### src/rtl/pipe_hazard_ctrl.sv
// pipe_hazard_ctrl
//   Hazard/interlock controller for the F/D/X/M/W pipeline. Tracks pending
//   register writers in a shifting scoreboard (entry0=X, entry1=M, entry2=W),
//   raises RAW interlocks, handles taken-branch redirect/flush, and can
//   insert a periodic stall to emulate memory latency (STALL_PERIOD >= 2).
//   Optional feature macro: PIPE_HAZARD_FWD_EN
//     defined   -> operand forwarding; only load-use on entry0 interlocks,
//                  fwd_a_sel/fwd_b_sel report the bypass source for X.
//     undefined -> any pending writer interlocks; forward selects are 00.
module pipe_hazard_ctrl #(
  parameter int RA_W         = 5,
  parameter int PC_W         = 32,
  parameter int SB_DEPTH     = 3,
  parameter int STALL_PERIOD = 0,
  parameter int PERF_W       = 16
) (
  input  logic              clock,
  input  logic              reset,
  input  logic              d_valid,
  input  logic [RA_W-1:0]   d_rs,
  input  logic [RA_W-1:0]   d_rt,
  input  logic              d_rs_used,
  input  logic              d_rt_used,
  input  logic [RA_W-1:0]   d_dst,
  input  logic              d_rwe,
  input  logic              d_is_load,
  input  logic              x_do_branch,
  input  logic [PC_W-1:0]   x_pc_effective,
  output logic              stall_fd,
  output logic              bubble_dx,
  output logic              flush_fd,
  output logic              redirect,
  output logic [PC_W-1:0]   redirect_pc,
  output logic [1:0]        fwd_a_sel,
  output logic [1:0]        fwd_b_sel,
  output logic [PERF_W-1:0] stall_cycles
);

  typedef struct packed {
    logic            valid;
    logic [RA_W-1:0] dst;
    logic            is_load;
  } sb_entry_t;

  sb_entry_t [SB_DEPTH-1:0] sb_q, sb_d;

  logic                rs_in_use, rt_in_use;
  logic [SB_DEPTH-1:0] rs_hit, rt_hit;
  logic                raw_hazard;
  logic                pstall;
  logic [PERF_W-1:0]   stall_cnt_q, stall_cnt_d;

  // r0 is hard-wired to zero, so reading it can never depend on a writer.
  assign rs_in_use = d_rs_used && (d_rs != '0);
  assign rt_in_use = d_rt_used && (d_rt != '0);

  // Compare each in-use source against every pending destination.
  always_comb begin
    // NOTE: every signal driven in a combinational block gets a default first,
    // so no path through the block leaves it unassigned and infers a latch.
    rs_hit = '0;
    rt_hit = '0;
    for (int i = 0; i < SB_DEPTH; i++) begin
      rs_hit[i] = rs_in_use && sb_q[i].valid && (sb_q[i].dst == d_rs);
      rt_hit[i] = rt_in_use && sb_q[i].valid && (sb_q[i].dst == d_rt);
    end
  end

`ifdef PIPE_HAZARD_FWD_EN
  // With bypassing only a load still in X cannot supply its data in time.
  assign raw_hazard = (rs_hit[0] || rt_hit[0]) && sb_q[0].is_load;
`else
  // Without bypassing the reader waits until the writer has left W.
  assign raw_hazard = (|rs_hit) || (|rt_hit);
`endif

  // Pipeline controls: redirect beats interlock; everything is quiet in reset.
  always_comb begin
    stall_fd  = 1'b0;
    bubble_dx = 1'b0;
    flush_fd  = 1'b0;
    redirect  = 1'b0;
    if (!reset) begin
      if (x_do_branch) begin
        redirect  = 1'b1;
        flush_fd  = 1'b1;
        bubble_dx = 1'b1;
      end else if ((raw_hazard || pstall) && d_valid) begin
        stall_fd  = 1'b1;
        bubble_dx = 1'b1;
      end
    end
  end

  assign redirect_pc = x_pc_effective;

  // Next scoreboard: shift toward W, enter the decoding writer unless it is held or killed.
  always_comb begin
    sb_d = '0;
    for (int i = 1; i < SB_DEPTH; i++) begin
      sb_d[i] = sb_q[i-1];
    end
    sb_d[0].valid   = d_valid && d_rwe && (d_dst != '0) && !stall_fd && !flush_fd && !bubble_dx;
    sb_d[0].dst     = d_dst;
    sb_d[0].is_load = d_is_load;
  end

  // Scoreboard register.
  always_ff @(posedge clock or posedge reset) begin
    // NOTE: the scoreboard is control state, not a data array: it must come
    // out of reset all-invalid or phantom writers would stall the first reads.
    if (reset) begin
      sb_q <= '0;
    end else begin
      // NOTE: state is updated with non-blocking assignments so every register
      // samples pre-edge values regardless of statement order.
      sb_q <= sb_d;
    end
  end

  generate
    if (STALL_PERIOD >= 2) begin : g_pstall
      localparam int CNT_W = $clog2(STALL_PERIOD);
      localparam logic [CNT_W-1:0] CNT_LAST = CNT_W'(STALL_PERIOD - 1);
      logic [CNT_W-1:0] per_cnt_q, per_cnt_d;

      // Free-running modulo-P counter; it keeps advancing through stalls.
      always_comb begin
        per_cnt_d = (per_cnt_q == CNT_LAST) ? '0 : per_cnt_q + CNT_W'(1);
      end

      // Period counter register.
      always_ff @(posedge clock or posedge reset) begin
        if (reset) begin
          per_cnt_q <= '0;
        end else begin
          per_cnt_q <= per_cnt_d;
        end
      end

      assign pstall = (per_cnt_q == CNT_LAST);
    end else begin : g_no_pstall
      assign pstall = 1'b0;
    end
  endgenerate

`ifdef PIPE_HAZARD_FWD_EN
  typedef enum logic [1:0] {
    FWD_RF = 2'b00,
    FWD_XM = 2'b01,
    FWD_MW = 2'b10
  } fwd_sel_e;

  fwd_sel_e fwd_a_q, fwd_a_d, fwd_b_q, fwd_b_d;

  // Youngest matching writer wins; entry2 and older have already written the regfile.
  function automatic fwd_sel_e fwd_code(input logic [SB_DEPTH-1:0] hit);
    if (hit[0]) return FWD_XM;
    if (hit[1]) return FWD_MW;
    return FWD_RF;
  endfunction

  // Capture the selects as the instruction moves D->X; hold while decode is stalled.
  always_comb begin
    fwd_a_d = fwd_a_q;
    fwd_b_d = fwd_b_q;
    if (!stall_fd) begin
      if (bubble_dx || !d_valid) begin
        fwd_a_d = FWD_RF;
        fwd_b_d = FWD_RF;
      end else begin
        fwd_a_d = fwd_code(rs_hit);
        fwd_b_d = fwd_code(rt_hit);
      end
    end
  end

  // Forward-select registers.
  always_ff @(posedge clock or posedge reset) begin
    if (reset) begin
      fwd_a_q <= FWD_RF;
      fwd_b_q <= FWD_RF;
    end else begin
      fwd_a_q <= fwd_a_d;
      fwd_b_q <= fwd_b_d;
    end
  end

  assign fwd_a_sel = fwd_a_q;
  assign fwd_b_sel = fwd_b_q;
`else
  assign fwd_a_sel = 2'b00;
  assign fwd_b_sel = 2'b00;
`endif

  // Not every scoreboard field or hit bit is consumed in each configuration.
  logic unused_sb;
  assign unused_sb = ^{sb_q, rs_hit, rt_hit};

  // Saturating count of stalled decode cycles.
  always_comb begin
    stall_cnt_d = stall_cnt_q;
    if (stall_fd && (stall_cnt_q != '1)) begin
      stall_cnt_d = stall_cnt_q + PERF_W'(1);
    end
  end

  // Stall performance counter register.
  always_ff @(posedge clock or posedge reset) begin
    if (reset) begin
      stall_cnt_q <= '0;
    end else begin
      stall_cnt_q <= stall_cnt_d;
    end
  end

  assign stall_cycles = stall_cnt_q;

endmodule

### config.mk
export PLATFORM = sky130hd
export DESIGN_NAME = pipe_hazard_ctrl
export DESIGN_NICKNAME = d
export VERILOG_FILES = /design/src/rtl/pipe_hazard_ctrl.sv
export SDC_FILE = /design/constraint.sdc
export NUM_CORES = 1
export LEC_CHECK = 0
export CORE_MARGIN = 4
export CORE_UTILIZATION = 39
export CTS_CLUSTER_DIAMETER = 200
export DETAILED_ROUTE_END_ITERATION = 10
export PLACE_DENSITY = 0.9
export SYNTH_ARGS = -nofsm -noshare
export SYNTH_HDL_FRONTEND = slang
export SYNTH_SLANG_ARGS = --single-unit
### constraint.sdc
create_clock -name clock -period 2.5 [get_ports clock]
set_input_delay 0.375 -clock clock [delete_from_list [all_inputs] [get_ports clock]]
set_output_delay 0.375 -clock clock [all_outputs]
set_load 0.005 [all_outputs]
* After elaboration in Yosys (flattened, before gate mapping) *
Index checks and enable logic that the tools add are counted.

word-level totals
  logic and storage cells = 52
  flip-flop bits (word level) = 34
  input port bits = 55
  output and inout port bits = 56

cells by class
  reduce and logical (&&, ||, !) cells = 30
  add/subtract/negate cells = 1
  equality and inequality tests = 7
  mux-type cells = 7

operator list
  cell                                            count
  == test 5 bit                                   6
  logical AND 1 bit                               21
  adder 16 x 1 -> 16 bit (second input constant)  1
  != test 16 bit (second input constant)          1
  nonzero test 5 bit                              3
  two-way mux 1 bit                               7
  OR reduction 3 bit                              2
  zero test 1 bit                                 3
  logical OR 1 bit                                1

* Depth between registers and ports, before layout *
  word-level depth = 14
  mapped depth = 8
  gate-level depth less buffers = 7

* Worst setup path after synthesis *
Ideal clock, no wire load.

  path kind = in2reg
  start point = input port reset
  end point = register stall_cnt_q[6] (netlist: stall_cycles[6])
  arrival = 2,199 ps
  required time = 2,421 ps
  setup time = 79 ps
  stages on the path = 7
  setup slack = 222 ps
  path buffers = 1
  cell sequence = inv_1 > nand3_1 > a31oi_1 > o21ai_4 > buf_6 > nor3_4 > xor2_1

between the ends
  cells in the longest elaborated chain, start to end = 2

ends and longest elaborated chain
  element                 line  text
  start: declaration      18    input logic reset,
  two-way mux 1 bit       83    if (!reset) begin
  logical AND 1 bit       203   if (stall_fd && (stall_cnt_q != '1)) begin
  end signal: assignment  213   stall_cnt_q <= stall_cnt_d;
  end: declaration        51    logic [PERF_W-1:0] stall_cnt_q, stall_cnt_d;

Every way passes these cells.
A chain may end at the register's enable or synchronous reset.

* Worst setup path after layout *
  start point = input port d_rs[3]
  end point = output port stall_fd

between the ends
  cells in the longest elaborated chain, start to end = 10
  elaborated cells on any way between the ends = 17
  those cells by class = eq/ne (3); mux (3); reduce/logical (11)

ends and longest elaborated chain
  element                          line  text
  start: declaration               20    input logic [RA_W-1:0] d_rs,
  nonzero test 5 bit               54    assign rs_in_use = d_rs_used && (d_rs != '0);
  logical AND 1 bit                54
  logical AND 1 bit (2 in series)  64    rs_hit[i] = rs_in_use && sb_q[i].valid && (sb_q[i].dst == d_rs);
  OR reduction 3 bit *             74    assign raw_hazard = (|rs_hit) || (|rt_hit);
  logical OR 1 bit *               74
  logical AND 1 bit *              88    end else if ((raw_hazard || pstall) && d_valid) begin
  two-way mux 1 bit *              88
  two-way mux 1 bit *              84    if (x_do_branch) begin
  two-way mux 1 bit *              83
  end: declaration                 29    output logic stall_fd,

Every way passes the cells marked *; elsewhere a longest branch is shown, timed or not.

==> out/results.ini <==
[outcome]
status = finished clean

[yosys]
yosysTopAreaCell = dfrtp_1
avgSynthCellArea_um2 = 10.5
yosysUniqueCellTypes = 28
synth.cell_area_um2 = 1980
ys_seq_area_share_pct = 42.9
syn_inst = 189
synth_top_cells_by_area = dfrtp_1 43%, xor2_1 15%, buf_4 14%, xnor2_1 4.4%, nand3_1 3.5%
synth_warnings = 0
synth_top_area_share_pct = 42.9
ys_seq_elements = 34

[pwr]
power_frac_clock_pct = 37.2
peakVddDrop_v = 0.000344
pwr-share-seq_pct = 50.9
swShare_pct = 25.5
p_per_area_nw_per_um2 = 476
switchingPower_uw = 296
leakagePower_uw = 0.00107
combinationalPowerShare_pct = 11.9
internal_power_uw = 862

[final_layout]
final_layout_size_suffix_gt1_share_pct = 21.8
multi_input_area_um2 = 860
antenna-diode-count = 0
regArea_um2 = 851
fillers = 448
mostFrequentLayoutCells = 35 x xor2_1, 34 x dfrtp_1, 31 x clkdlybuf4s50_1
layout.nets = 275
postLayoutCoreUtil_pct = 50.4
final_common_cell = xor2_1
area_growth_pct = 22.4

[global_route]
grt_start_max_net_pins = 35
grt_pass1_wl_um = 6710
overflow = 0
grt_pass1_vias = 1435
antenna_found_initial = 0
track_usage_pct = 13.8

[routing]
post-route-drc-count = 0
drt_first_pass_iters = 4
drtIter0Drc = 67
wl_per_cell_um = 14.3
viasPerCell = 4.77
routed_wl_um = 4110
antenna_left = 0
route.vias.total = 1369

[placed_design]
dpl_worst_slack_ns = -0.498
hpwl_um = 3080
routabilityCongestion = 0.901
port_buffers = 41

[setup_path]
critPathLaunchType = primary input
max_stage_delay_ns = 0.49
crit_chain = clkdlybuf4s50_1 -> xor2_1 -> nor4_1 -> nand3_1 -> a31oi_4 -> nor2_1 -> nor2_1 -> buf_2
path_class = primary input to primary output
cp_max_fo = 4
cpMostUsedCell = nor2_1
cp-end-kind = primary output
critPathArrivalTime_ns = 2.06
required_ns = 2.12
crit_slowest_cell = clkdlybuf4s50_1

[sta]
hold_slack_ns = 0.424
rsz0062_at_grt = yes
period_share_pct = 97.4
slew_violations = 0
max_freq_mhz = 411
fin_worst_skew_ns = 0.00739
finalSetupViolCount = 0
final.min_clock_period_ns = 2.44
tns_ns = 0
hold_viol = 0
setup_slack_ns = 0.0642

[cts]
root_buffer = clkbuf_8
h-tree-depth = 2
clk_latency_ns = 0.29
clk_pin_slew_ns = 0.07
ctsHoldBuffers = 0
numCtsBuffers = 5
clock_sinks = 34
cts_buffer_depth = 2
cts_tree = built

[floorplan]
dieArea_um2 = 6290
coreArea_um2 = 4820
die_y_um = 79.3
io_pins = 111
fp-row-count = 25
die_w_um = 79.3
initial_core_util_pct = 41.2

[min_path]
hp-class = flop to flop

[run]
drv_cap = 0

synthesized netlist by cell type:
cell type and n:
buf_4 37, xor2_1 35, dfrtp_1 34, nand3_1 14
xnor2_1 10, nor2_2 8, nor2_1 7, inv_1 6
nand2_1 5, nor4_1 4, nor4_2 4, or4_1 3
a21oi_1 2, a31oi_2 2, and3_1 2, nand4_1 2
nor3_1 2, o21ai_1 2, a31oi_1 1, buf_6 1
conb_1 1, ha_1 1, mux2_2 1, nand2b_1 1
nor3_4 1, o211ai_1 1, o21ai_0 1, o21ai_4 1
layer usage:
| metal | wire, µm | global-route usage (%) |
|---|---|---|
| met5 | 0 | 0 |
| met4 | 76 | 7.56 |
| met3 | 254 | 4.76 |
| met2 | 1850 | 19.9 |
| met1 | 1930 | 18.1 |
per-stage QoR:
stage / instance area (µm²) / power [µW] / cells
global placement: 2310 / 732 / 276
global route: 2430 / 1210 / 287
floorplan: 2000 / 702 / 192
CTS: 2410 / 1160 / 286
detailed placement: 2310 / 736 / 276
finish: 2430 / 1160 / 287
worst max-delay path, delay by kind of cell:
kind,cells,cell delay (ns)
buf+inv,2,0.62
xor+xnor,1,0.20
compound gates,1,0.25
simple gates,4,0.61
cell type report:
cell class / count / share of cell area (%)
Multi-Input combinational cell: 114 / 35.4
Sequential cell: 34 / 35.0
Timing Repair Buffer: 58 / 21.3
Tap cell: 67 / 3.45
Clock buffer: 6 / 3.40
Inverter: 6 / 0.927
Clock inverter: 2 / 0.515
logic make-up (layout without fill, tap and decap cells):
group | Yosys count | in the layout | synth area share [%]
AOI/OAI and AO/OA | 10 | 10 | 4.04
muxes | 1 | 1 | 0.567
other | 1 | 4 | 0.189
adders and majority gates | 1 | 1 | 0.630
buffers and inverters | 44 | 72 | 15.7
and+or+nand+nor | 53 | 53 | 16.1
DFF | 34 | 34 | 42.9
xor gates and xnor gates | 45 | 45 | 19.9
power by group through the flow:
stage          Combinational [µW]  Sequential, µW  Clock, µW
6_report                      138             589        431
5_1_grt                       152             590        464
2_1_floorplan                 108             594          0
3_5_place_dp                  137             599          0
4_1_cts                       136             588        439
3_3_place_gp                  135             598          0
state kept, by name (all words and copies together), names as in the netlist:
signal and flops:
sb_d 12, stall_cycles 16, sb_q 6
what timing repair did:
action,in CTS,in global routing
setup endpoints to repair,2,2
pin swaps,7,7
gates resized for setup,19,3
buffers inserted,2,1
cloned,0,0
worst paths after layout:
kind	start	end	slack, ns	cells past startpoint
min in group asynchronous	reset	sb_d[17]$_DFF_PP0_	0.61	3
min	sb_d[20]$_DFF_PP0_	sb_q[20]$_DFF_PP0_	0.42	0
max	d_rs[3]	stall_fd	0.06	8
max reg2reg	sb_d[17]$_DFF_PP0_	stall_cycles[15]$_DFFE_PP0P_	0.26	10
min reg2reg	sb_d[20]$_DFF_PP0_	sb_q[20]$_DFF_PP0_	0.42	0
max in group asynchronous	reset	stall_cycles[14]$_DFFE_PP0P_	1.60	3
Power figures use the tool's default switching activity.
==> RTL change, RTL diff (same settings) <==
Change the parameter `PC_W` from 32 to 64.
--- a/src/rtl/pipe_hazard_ctrl.sv
+++ b/src/rtl/pipe_hazard_ctrl.sv
@@ -9,7 +9,7 @@
 //     undefined -> any pending writer interlocks; forward selects are 00.
 module pipe_hazard_ctrl #(
   parameter int RA_W         = 5,
-  parameter int PC_W         = 32,
+  parameter int PC_W         = 64,
   parameter int SB_DEPTH     = 3,
   parameter int STALL_PERIOD = 0,
   parameter int PERF_W       = 16
Interface: changed (resized redirect_pc and x_pc_effective); port bits go from 111 to 175. The function was not compared with the original's and may differ.
==> RTL change against the unedited design <==
  * Largest power group unchanged
  * Clock skew down 2.9 ps
  * Count of clock-buffer cells in the layout down 1
  * Wire length up 8.0%
  * Sequential cell count unchanged
  * Total power up 4.9%
  * Critical endpoint is now stall_cycles[3]$_DFFE_PP0P_
  * Cell area up 1.2%
  * First-iteration DRC count down 42%
  * Die area up 11%
  * Hold slack about the same
  * Core utilization down 5.8 points
  * Sequential share of layout area down 0.43 points
  * Synthesized area up 12%
  * Setup slack better by 87 ps
  * Critical path type is now in2reg
==> RTL change: results (changes against the unedited design) <==
| Metric | Value |
|---|---|
| Start point of the worst hold path | sb_d[11]$_DFF_PP0_ (was sb_d[20]$_DFF_PP0_) |
| IR drop worst, VDD | 0.000460 V (was 0.000344 V) |
| Post-Place Cells | 279 (was 276) |
| Share of the synthesized netlist area taken by xor and xnor gates | 17.7% (was 19.9%) |
| Layout cell share with drive strength beyond 1 | 21.0% (was 21.8%) |
| Vias in the first global route | 1491 (was 1435) |
| Place WS | -440 ps (was -498 ps) |
| Mux contribution to synthesized area | 0.506% (was 0.567%) |
| Number of nets in the layout | 306 (was 275) |
| First element of the critical path | d_rt[2] (was d_rs[3]) |
| Cells taking the most area after synthesis | sky130_fd_sc_hd__dfrtp_1 38%, sky130_fd_sc_hd__buf_4 23%, sky130_fd_sc_hd__xor2_1 14% (was sky130_fd_sc_hd__dfrtp_1 43%, sky130_fd_sc_hd__xor2_1 15%, sky130_fd_sc_hd__buf_4 14%) |
| WL final | 4440 um (was 4110 um) |
| Crit path arrival time | 2520 ps (was 2060 ps) |
| Startpoint of the worst register-to-register path | sb_q[19]$_DFF_PP0_ (was sb_d[17]$_DFF_PP0_) |
| Critical path peak fanout | 6 (was 4) |
| Static Leak | 1.09 nW (was 1.07 nW) |
| Sequential fraction of design power | 48.4% (was 50.9%) |
| Cell types with the highest counts after synthesis | 69 x sky130_fd_sc_hd__buf_4, 35 x sky130_fd_sc_hd__xor2_1, 34 x sky130_fd_sc_hd__dfrtp_1 (was 37 x sky130_fd_sc_hd__buf_4, 35 x sky130_fd_sc_hd__xor2_1, 34 x sky130_fd_sc_hd__dfrtp_1) |
| Fill cell total of the finished layout | 528 (was 448) |
| Worst Hold Margin | 424 ps (about the same) |
| Aggregate global-route resource usage | 12.8% (was 13.8%) |
| Worst clock skew | 4.46 ps (was 7.39 ps) |
| Reg-to-reg endpoint | stall_cycles[7]$_DFFE_PP0P_ (was stall_cycles[15]$_DFFE_PP0P_) |
| Share of synthesized cell area in full adder, half adder and majority cells | 0.562% (was 0.631%) |
| Sequential fraction of the synthesis area | 38.2% (was 42.9%) |
| Outcome | finished clean (unchanged) |
| Endpoint of the worst hold path | sb_d[18]$_DFF_PP0_ (was sb_q[20]$_DFF_PP0_) |
| First-pass GRT wire length | 7280 um (was 6710 um) |
| Final critical-path share of the clock period | 93.9% (was 97.4%) |
| Total vias in the final route | 1411 (was 1369) |
| Critical path's largest stage delay | 510 ps (was 490 ps) |
| Worst setup path end | stall_cycles[3]$_DFFE_PP0P_ (was stall_fd) |
| Switch Pwr | 0.280 mW (was 0.296 mW) |
| Dpl hpwl | 3430 um (was 3080 um) |
RTL change: cell types whose count changed in the layout (fill, tap and decap cells not counted), sizes merged:
cell,delta
buf,-2
clkdlybuf4s50,-2
dlygate4sd2,+2
bufinv,+1
clkbuf,-1
clkdlybuf4s15,+1
clkinv,+1
clkinvlp,-1
RTL change: area by class of cell:
class | instances | area, sq um | area share [%]
Clock buffer | 5 | 68.8 | 2.80
Clock inverter | 3 | 40.0 | 1.63
Inverter | 6 | 22.5 | 0.916
Multi-Input combinational cell | 114 | 862 | 35.0
Sequential cell | 34 | 851 | 34.6
Tap cell | 72 | 90.1 | 3.66
Timing Repair Buffer | 57 | 526 | 21.4
RTL change: what timing repair did:
item / 4_1_cts / 5_1_grt
pin swaps: 7 / 8
gates resized for setup: 17 / 5
buffers inserted: 2 / 2
endpoints found under the setup margin: 2 / 3
RTL change: routing by layer:
metal | GRT usage [%] | share of wire (%)
met5 | 0 | 0
met4 | 3.95 | 1.7
met3 | 6.52 | 12
met2 | 21.0 | 48
met1 | 14.6 | 39
